### src/rtl/dev_mem_sram_ctrl.sv
// dev_mem responder: turns MMU word requests into timed async-SRAM cycles.
// Optional DEV_MEM_WR_FORWARD_EN: written word is forwarded as read data.
module dev_mem_sram_ctrl #(
  parameter int ADDR_W  = 20,
  parameter int RD_WAIT = 2,
  parameter int WR_WAIT = 2
) (
  input  logic              clk,
  input  logic              rst,
  input  logic [31:0]       mem_addr_i,
  input  logic [31:0]       mem_wdata_i,
  input  logic              mem_we_i,
  output logic [31:0]       mem_rdata_o,
  output logic              mem_busy_o,
  output logic [ADDR_W-1:0] sram_addr_o,
  output logic [31:0]       sram_dq_o,
  input  logic [31:0]       sram_dq_i,
  output logic              sram_dq_oe,
  output logic              sram_ce_n,
  output logic              sram_oe_n,
  output logic              sram_we_n
);

  localparam int MAXW  = (RD_WAIT > WR_WAIT) ? RD_WAIT : WR_WAIT;
  localparam int CNT_W = (MAXW > 1) ? $clog2(MAXW) : 1;

  typedef enum logic [2:0] {
    IDLE,
    RD,
    WR_SETUP,
    WR_PULSE,
    WR_HOLD
  } state_e;

  state_e             state_q, state_d;
  logic [CNT_W-1:0]   cnt_q, cnt_d;
  logic               valid_q, valid_d;
  logic [ADDR_W-1:0]  addr_q, addr_d;
  logic [31:0]        rdata_q, rdata_d;
  logic [31:0]        dq_q, dq_d;
  logic               ce_n_q, oe_n_q, we_n_q, dq_oe_q;
  logic               ce_n_d, oe_n_d, we_n_d, dq_oe_d;
  logic [ADDR_W-1:0]  req_addr;
  logic               start;
  logic               unused_addr;

  // addr_q doubles as the last-accessed address for the hit check
  assign req_addr    = mem_addr_i[ADDR_W+1:2];
  assign unused_addr = ^{mem_addr_i[31:ADDR_W+2], mem_addr_i[1:0]};
  assign start       = (state_q == IDLE) &
                       (mem_we_i | ~valid_q | (req_addr != addr_q));
  assign mem_busy_o  = (state_q != IDLE) | start;

  assign mem_rdata_o = rdata_q;
  assign sram_addr_o = addr_q;
  assign sram_dq_o   = dq_q;
  assign sram_ce_n   = ce_n_q;
  assign sram_oe_n   = oe_n_q;
  assign sram_we_n   = we_n_q;
  assign sram_dq_oe  = dq_oe_q;

  // Next-state, datapath latches and strobes (decoded from next state)
  always_comb begin
    state_d = state_q;
    cnt_d   = cnt_q;
    valid_d = valid_q;
    addr_d  = addr_q;
    rdata_d = rdata_q;
    dq_d    = dq_q;
    unique case (state_q)
      IDLE: begin
        if (start) begin
          addr_d = req_addr;
          if (mem_we_i) begin
            dq_d    = mem_wdata_i;
            state_d = WR_SETUP;
          end else begin
            cnt_d   = CNT_W'(RD_WAIT - 1);
            state_d = RD;
          end
        end
      end
      RD: begin
        if (cnt_q != '0) begin
          cnt_d = cnt_q - 1'b1;
        end else begin
          rdata_d = sram_dq_i;
          valid_d = 1'b1;
          state_d = IDLE;
        end
      end
      WR_SETUP: begin
        cnt_d   = CNT_W'(WR_WAIT - 1);
        state_d = WR_PULSE;
      end
      WR_PULSE: begin
        if (cnt_q != '0) cnt_d = cnt_q - 1'b1;
        else state_d = WR_HOLD;
      end
      WR_HOLD: begin
`ifdef DEV_MEM_WR_FORWARD_EN
        rdata_d = dq_q;
        valid_d = 1'b1;
`else
        valid_d = 1'b0;
`endif
        state_d = IDLE;
      end
      default: state_d = IDLE;
    endcase
    ce_n_d  = (state_d == IDLE);
    oe_n_d  = (state_d != RD);
    we_n_d  = (state_d != WR_PULSE);
    dq_oe_d = (state_d == WR_SETUP) | (state_d == WR_PULSE) |
              (state_d == WR_HOLD);
  end

  // State and registered strobes; reset drops strobes immediately
  always_ff @(posedge clk or posedge rst) begin
    if (rst) begin
      state_q <= IDLE;
      cnt_q   <= '0;
      valid_q <= 1'b0;
      addr_q  <= '0;
      rdata_q <= '0;
      dq_q    <= '0;
      ce_n_q  <= 1'b1;
      oe_n_q  <= 1'b1;
      we_n_q  <= 1'b1;
      dq_oe_q <= 1'b0;
    end else begin
      state_q <= state_d;
      cnt_q   <= cnt_d;
      valid_q <= valid_d;
      addr_q  <= addr_d;
      rdata_q <= rdata_d;
      dq_q    <= dq_d;
      ce_n_q  <= ce_n_d;
      oe_n_q  <= oe_n_d;
      we_n_q  <= we_n_d;
      dq_oe_q <= dq_oe_d;
    end
  end

endmodule
### config.mk
export PLATFORM = sky130hd
export DESIGN_NAME = dev_mem_sram_ctrl
export DESIGN_NICKNAME = d
export VERILOG_FILES = /design/src/rtl/dev_mem_sram_ctrl.sv
export SDC_FILE = /design/constraint.sdc
export NUM_CORES = 1
export LEC_CHECK = 0
export BUFFER_PORTS_ARGS = -buffer_cell sky130_fd_sc_hd__buf_2
export CAP_MARGIN = 20
export CORE_ASPECT_RATIO = 0.5
export CORE_MARGIN = 4
export CORE_UTILIZATION = 45
export DETAILED_ROUTE_END_ITERATION = 7
export GPL_ROUTABILITY_DRIVEN = 0
export PLACE_DENSITY = 0.84
export SYNTH_ARGS = -nofsm -noshare
export SYNTH_HDL_FRONTEND = slang
export SYNTH_SLANG_ARGS = --single-unit
### constraint.sdc
create_clock -name clk -period 4.3 [get_ports clk]
set_clock_uncertainty 0.2 [all_clocks]
set_input_delay 0.86 -clock clk [delete_from_list [all_inputs] [get_ports clk]]
set_output_delay 0.86 -clock clk [all_outputs]
set_load 0.02 [all_outputs]
[Word level (Yosys, flattened, before mapping)]
Index checks and enable logic that the tools add are counted.
Storage, ports and cells
  bits in registers: 93
  bits of input ports: 99
  output and inout bits: 89
Operators by class
  add/subtract/negate cells: 1
  eq/ne operators: 13
  muxes and demuxes: 11
  bitwise logic cells: 8
  reduce and logical (&&, ||, !) cells: 11
Operator list (count)
  != test 20 bit: 1
  equality test 3 x 2 -> 1 bit (second input constant): 4
  one-hot mux 3 bit (4 select lines): 1
  two-way mux 3 bit: 3
  equality test 3 bit (second input constant): 2
  zero test 3 bit: 2
  != test 2 bit (second input constant): 3
  AND reduction 2 bit: 3
  AND reduction 3 bit: 2
  nonzero test 3 bit: 2
  OR 1 bit: 5
  two-way mux 1 bit: 4
  equality test 3 x 1 -> 1 bit (second input constant): 1
  != test 3 x 1 -> 1 bit (second input constant): 1
  != test 3 x 2 -> 1 bit (second input constant): 1
  one-hot mux 1 bit (3 select lines): 1
  two-way mux 2 bit: 1
  NOT 1 bit: 2
  one-hot mux 1 bit (2 select lines): 1
  nonzero test 2 bit: 1
  OR reduction 2 bit: 1
  bitwise AND 1 bit: 1
  subtractor 1 bit (second input constant): 1

[Logic depth before layout (Yosys ltp)]
Gate-level depths: netlist (run 1).
  depth after elaboration: 9
  gate-level depth with buffers: 6
  depth with buffers taken out: 5

[Worst setup path after synthesis (run 1)]
No wires, ideal clock.
  path type: input-to-output
  start point: input mem_addr_i[7]
  end point: output mem_busy_o
  arrival: 1.726 ns
  required time: 3.240 ns
  setup slack: 1.514 ns
  stages: 5
  cells stage by stage: xnor2_1 > nand4_1 > nor4b_4 > and3_1 > nand2_1
On the way
  longest elaborated chain between the ends: 4
RTL lines
  from (decl): RTL line 10  | input logic [31:0] mem_addr_i,
  != test 20 bit: RTL line 51  | (mem_we_i | ~valid_q | (req_addr != addr_q));
  OR 1 bit: RTL line 51
  bitwise AND 1 bit: RTL line 50  | assign start = (state_q == IDLE) &
  OR 1 bit: RTL line 52  | assign mem_busy_o = (state_q != IDLE) | start;
  to (decl): RTL line 14  | output logic mem_busy_o,
Every way passes these cells.

[Worst setup path after layout (run 1)]
  start point: input mem_addr_i[15]
  end point: output mem_busy_o
The elaborated chain is that of the path after synthesis.

==> results of run 1 <==
==> layout make-up <==
class,count,share of cell area
clock inverter,3,0.008217
tap,112,0.02707
sequential,93,0.4502
timing repair buffer,181,0.1832
inverter,2,0.001692
clock buffer,13,0.05220
multi-input combinational,204,0.2774
==> worst max-delay path: cells and delay by family <==
family | cells | cell delay (ps)
buf+inv | 2 | 290
xor+xnor | 1 | 140
simple gates | 4 | 790
==> per-layer routing <==
layer | up-vias | track usage
li1 | 1383 | -
met3 | 21 | 0.04941
met1 | 1368 | 0.1997
met4 | 0 | 0.06681
met2 | 81 | 0.3321
met5 | - | 0
==> state kept, by name, indices dropped and copies added, names as in the netlist <==
signal,cells
mem_rdata_o,32
sram_ce_n,1
valid_q,1
state_q,3
sram_dq_o,32
sram_addr_o,20
cnt_q,1
sram_oe_n,1
sram_we_n,1
sram_dq_oe,1
==> power by group through the flow <==
| stage | Combinational (W) | Sequential, W | Clock (W) |
|---|---|---|---|
| 5_1_grt | 0.00228 | 0.00166 | 0.000872 |
| 6_report | 0.00212 | 0.00160 | 0.000806 |
| 3_5_place_dp | 0.00212 | 0.00160 | 0 |
| 2_1_floorplan | 0.000964 | 0.00210 | 0 |
| 4_1_cts | 0.00212 | 0.00160 | 0.000829 |
| 3_3_place_gp | 0.00207 | 0.00158 | 0 |
==> Yosys cell counts, types with 2 or more instances <==
master / n / area [sq um]
mux2_1: 2 / 22.52
buf_2: 6 / 30.03
dfrtp_1: 90 / 2252
a31oi_1: 2 / 12.51
o21ai_0: 3 / 15.01
inv_1: 2 / 7.510
mux2_2: 30 / 337.8
nand2b_1: 2 / 12.51
nor3_1: 3 / 15.01
nand2_1: 102 / 382.9
buf_6: 2 / 22.52
dfstp_2: 3 / 78.83
nand4_1: 4 / 25.02
xor2_1: 4 / 35.03
clkbuf_1: 5 / 18.77
mux2_4: 20 / 300.3
xnor2_1: 16 / 140.1
nor2_1: 4 / 15.01
==> per-stage QoR <==
stage	cell area [sq um]	std cells	hold WS [ps]
floorplan	3834	312	279.3
global placement	4822	590	253.1
detailed placement	4822	590	256.8
CTS	5135	606	272.3
global route	5177	608	289.3
finish	5177	608	269.4
==> worst max-delay path by stage <==
stage                    from  depth (start not counted)         end  slack (ps)
4_1_cts        mem_addr_i[15]                          7  mem_busy_o        1160
3_3_place_gp   mem_addr_i[17]                          7  mem_busy_o        1180
2_1_floorplan             rst                          1       cnt_q         820
3_5_place_dp   mem_addr_i[15]                          7  mem_busy_o        1160
5_1_grt        mem_addr_i[15]                          7  mem_busy_o        1020
6_report       mem_addr_i[15]                          7  mem_busy_o        1160
==> cell families after synthesis <==
kind of cell | count (synthesis) | synth area share
AND/OR/NAND/NOR | 122 | 0.1358
XOR/XNOR | 20 | 0.04569
multiplexers | 52 | 0.1723
buffers and inverters | 15 | 0.02056
AO/OA/AOI/OAI | 10 | 0.01762
flip-flops | 93 | 0.6080
==> run summary, run 1 <==
Status = finished, final reports clean
Initial antenna violation count = 0
Ports = 188
CP max stage delay = 300 ps
CTS Buf Count = 9
Power Density = 873.5 nW/um^2
#FFs+latches synth = 93
Total GRT Usage = 0.1780
Worst-path clk slew = 60 ps
Drt pass-1 iters = 4
Req. time, crit path = 3240 ps
Period utilization = 0.7304
CP max FO = 3
Finished Core Util = 0.6357
Hold path depth = 2
Power Total = 0.004523 W
Vias = 2853
Final wirelength = 8932 um
Hold Path Sink = sram_dq_o[31]
Clock Tree Buf Depth = 2
H-tree Lvls = 3
Antenna cells = 0
Met1 Routed Length = 3486 um
Switch Pwr = 0.001776 W
TNS Setup = 0 ps
Most common cell after layout, fill and taps aside = buf_2
Max Fclk = 318.4 MHz
Hold_sp = sram_dq_o[31]
Avg Cell Area, Syn = 12.29 sq um
Count of pins over their slew limit = 0
Worst-margin pin slew = 581.5 ps
Routed length per instance = 14.69 um
Crit-path cells = buf_2, xnor2_1, nand4_1, nor4_2, and3_1, nand2_1, buf_2
Yosys warnings = 0
# DRC = 0
R2R Setup Slk = 2160 ps
Die W = 138.5 um
FF-to-FF Start = state_q[1]
RSZ-0062 raised after global routing = no
Combinational Power Share = 0.469
Drt initial violations = 142
Area added between synthesis and finish = 35.05%
Die height = 73.27 um
Dpl ws = 1157 ps
Clk sinks = 93
Share of synthesized flip-flops with an asynchronous set or reset = 1.000
Final setup fails = 0
Share of layout cells above drive strength 1 = 0.5121
Met2 routed WL = 4814 um
IO Port Bufs = 175
Register area share after synthesis = 0.6080
Synth Cell Area = 3834 sq um
Top Layer Used = met4
Fin. Hold Viols = 0
Initial Utilization = 0.4707
Fillers = 654
Crit path capture type = primary output
Final worst setup slack = 1159 ps
Crit-path most repeated cell = buf_2
WL met3 = 423 um
Worst skew pair latency = 330 ps
First-pass GRT wire length = 14370 um
R2r endpoint = sram_dq_o[0]
# nets final = 590
FF-to-FF path depth = 5
Core outline area = 8144 sq um
Via/cell ratio = 4.692
TritonCTS clock tree = done
Minimum clock period = 3141 ps
Overflow after GRT = 0
Critical-path top delay cell = nor4_2
Hold_buf cts = 0
Post CTS Setup Buffer Count = 0
HP Class = flop to flop
Switching share of power = 0.3926
Seq pwr share = 0.353
Sequential cell area = 2331 sq um
Die area = 10150 sq um
Worst VDD drop = 0.3806 mV
Multi-input gate area = 1436 sq um
Site row count = 23
Post-DP HPWL = 6523 um
Largest net degree at the start of global routing = 41
Net Count, Synth = 411
CP Launch Type = input port
Final ANT Viol Nets = 0
Cells after Synth = 312
Crit path arrival time = 2080 ps
Slew HR = 0.6124
Clk pwr share = 0.178
Power Internal = 0.002747 W
Most frequent cells in the layout = 175 x buf_2, 102 x nand2_1, 90 x dfrtp_1
Max Cap Violations = 0
Root Driver = clkbuf_16
Crit Path Class = input port to primary output
Post-CTS sizing = 0
Main synth FF type = dfrtp_1
LEAKAGE = 2.695 nW
EDFF count, synth = 0
Post-synthesis cell type count = 30
Vias in the first global route = 2942
(Power assumes the default switching activity.)
==> run 2, diff against run 1 <==
clock period = 2.9 ns   (was 4.3 ns; I/O delays follow)
==> run 2 against run 1 <==
Against the previous run:
- count of clock-buffer cells in the layout down 3
- sequential power up 48%
- register-to-register slack got worse by 1400 ps
- utilization is 0.20 points higher
- first-iteration DRC count down 7.7%
- clock power up 64%
- total power increased by 51%
- critical path depth fell by 1
- cell count stayed put
- sequential cell count did not move
- worst setup slack worse by 960 ps
- die area is the same
- largest power group unchanged
==> run summary, run 2 (synthesis results as in run 1) <==
Status = finished, final reports clean (unchanged)
Worst-path clk slew = 60 ps (about the same)
Clk sinks = 93 (unchanged)
Met1 Routed Length = 3447 um (was 3486 um)
Via/cell ratio = 4.738 (was 4.692)
Most common cell after layout, fill and taps aside = buf_2 (unchanged)
Met2 routed WL = 4818 um (was 4814 um)
Initial antenna violation count = 0 (unchanged)
Fin. Hold Viols = 0 (unchanged)
Area added between synthesis and finish = 35.48% (was 35.05%)
Worst VDD drop = 0.5406 mV (was 0.3806 mV)
Site row count = 23 (unchanged)
Max Cap Violations = 0 (unchanged)
Max Fclk = 370.6 MHz
Die W = 138.5 um (unchanged)
Finished Layout Cells = 608 (unchanged)
Worst-margin pin slew = 548.8 ps (was 581.5 ps)
Req. time, crit path = 2120 ps (was 3240 ps)
Combinational Power Share = 0.458 (was 0.469)
Largest net degree at the start of global routing = 70 (was 41)
Hold_ws = 98.77 ps (was 269.4 ps)
Drt pass-1 iters = 4 (unchanged)
Routed length per instance = 14.72 um (was 14.69 um)
Sequential cell area = 2331 sq um (unchanged)
H-tree Lvls = 3 (unchanged)
WL met3 = 401 um (was 423 um)
CP max stage delay = 400 ps (was 300 ps)
Count of pins over their slew limit = 0 (unchanged)
Ports = 188 (unchanged)
HP Class = input port to async pin (was flop to flop)
Minimum clock period = 2698 ps
Initial Utilization = 0.4707 (unchanged)
Multi-input gate area = 1436 sq um (unchanged)
Die height = 73.27 um (unchanged)
Most frequent cells in the layout = 175 x buf_2, 102 x nand2_1, 90 x dfrtp_1 (unchanged)
Post-CTS sizing = 0 (unchanged)
Total GRT Usage = 0.1817 (was 0.1780)
IO Port Bufs = 175 (unchanged)
Fillers = 626 (was 654)
Post CTS Setup Buffer Count = 0 (unchanged)
First-pass GRT wire length = 14680 um (was 14370 um)
Drt initial violations = 131 (was 142)
Antenna cells = 0 (unchanged)
# nets final = 590 (unchanged)
CP max FO = 3 (unchanged)
Dpl cells = 592 (was 590)
TritonCTS clock tree = done (unchanged)
Share of layout cells above drive strength 1 = 0.5121 (unchanged)
LEAKAGE = 2.688 nW (was 2.695 nW)
Root Driver = clkbuf_16 (unchanged)
Critical-path top delay cell = dfrtp_1 (was nor4_2)
TNS Setup = 0 ps (unchanged)
Crit-path cells = xnor2_1, nand4_1, nor4_2, and3_1, nand2_1, buf_2 (was buf_2, xnor2_1, nand4_1, nor4_2, and3_1, nand2_1, buf_2)
Vias = 2881 (was 2853)
Final setup fails = 0 (unchanged)
Slew HR = 0.6334 (was 0.6124)
RSZ-0062 raised after global routing = no (unchanged)
Period utilization = 0.9305
Final wirelength = 8947 um (was 8932 um)
# DRC = 0 (unchanged)
Crit path capture type = primary output (unchanged)
CTS Buf Count = 9 (unchanged)
Clock Tree Buf Depth = 2 (unchanged)
Die area = 10150 sq um (unchanged)
Top Layer Used = met4 (unchanged)
CP Launch Type = flop (was input port)
Post-DP HPWL = 6465 um (was 6523 um)
Power Internal = 0.004164 W (was 0.002747 W)
Finished Core Util = 0.6377 (was 0.6357)
Hold_buf cts = 0 (unchanged)
Clk pwr share = 0.194 (was 0.178)
Seq pwr share = 0.348 (was 0.353)
Crit Path Class = flop to primary output (was input port to primary output)
Switch Pwr = 0.002652 W (was 0.001776 W)
Worst skew pair latency = 330 ps (about the same)
Overflow after GRT = 0 (unchanged)
Crit path arrival time = 1920 ps (was 2080 ps)
Power Density = 1312 nW/um^2 (was 873.5 nW/um^2)
Core outline area = 8144 sq um (unchanged)
Vias in the first global route = 3048 (was 2942)
Final ANT Viol Nets = 0 (unchanged)
Switching share of power = 0.3891 (was 0.3926)
-- run 2: cell count changes in the layout (fill, tap and decap cells not counted) --
cell	before	now
buf_12	0	1
buf_16	1	0
buf_4	4	5
buf_8	1	0
bufinv_16	1	3
clkbuf_8	3	0
clkinv_2	2	0
clkinvlp_4	1	4
-- run 2: layout make-up --
| cell class | count | share of cell area |
|---|---|---|
| Sequential cell | 93 | 0.4488 |
| Multi-Input combinational cell | 204 | 0.2766 |
| Timing Repair Buffer | 181 | 0.1797 |
| Clock buffer | 10 | 0.04409 |
| Tap cell | 112 | 0.02698 |
| Clock inverter | 6 | 0.02168 |
| Inverter | 2 | 0.002168 |
-- run 2: metal layers --
| metal | track usage | vias up |
|---|---|---|
| met5 | 0 | - |
| met1 | 0.2058 | 1381 |
| met2 | 0.3315 | 89 |
| met3 | 0.04811 | 26 |
| li1 | - | 1385 |
| met4 | 0.08215 | 0 |
-- run 2: critical path, delay by kind of cell, from the launching register on --
kind,cells,cell delay [ps]
xor+xnor,1,160
buf+inv,1,180
simple gates,4,850
flops,1,400
-- run 2: power by group through the flow --
| stage | Combinational, W | Sequential, W | Clock (W) |
|---|---|---|---|
| floorplan | 0.00143 | 0.00311 | 0 |
| global placement | 0.00308 | 0.00235 | 0 |
| detailed placement | 0.00315 | 0.00238 | 0 |
| CTS | 0.00317 | 0.00237 | 0.00136 |
| global route | 0.00336 | 0.00248 | 0.00141 |
| finish | 0.00312 | 0.00237 | 0.00132 |
-- run 2: worst paths after layout --
| kind | to | from | slack, ps | cells after the start |
|---|---|---|---|---|
| worst max-delay path | mem_busy_o | sram_addr_o[13] | 200 | 6 |
| worst min-delay path | mem_rdata_o[15] | rst | 100 | 2 |
| worst max register to register | sram_addr_o[0] | sram_addr_o[13] | 750 | 6 |
| worst min register to register | sram_dq_o[23] | sram_dq_o[23] | 270 | 2 |
| max in group asynchronous | sram_we_n | rst | 1650 | 3 |
| min in group clk | sram_dq_o[21] | mem_wdata_i[21] | 240 | 3 |
-- run 2: metrics by stage --
step | instance area (sq um) | setup WS [ps] | power (W)
3_3_place_gp | 4852 | 335.6 | 0.005429
6_report | 5194 | 201.6 | 0.006816
5_1_grt | 5194 | 89.08 | 0.007251
2_1_floorplan | 3837 | 674.2 | 0.004540
3_5_place_dp | 4852 | 301.7 | 0.005531
4_1_cts | 5194 | 189.5 | 0.006892
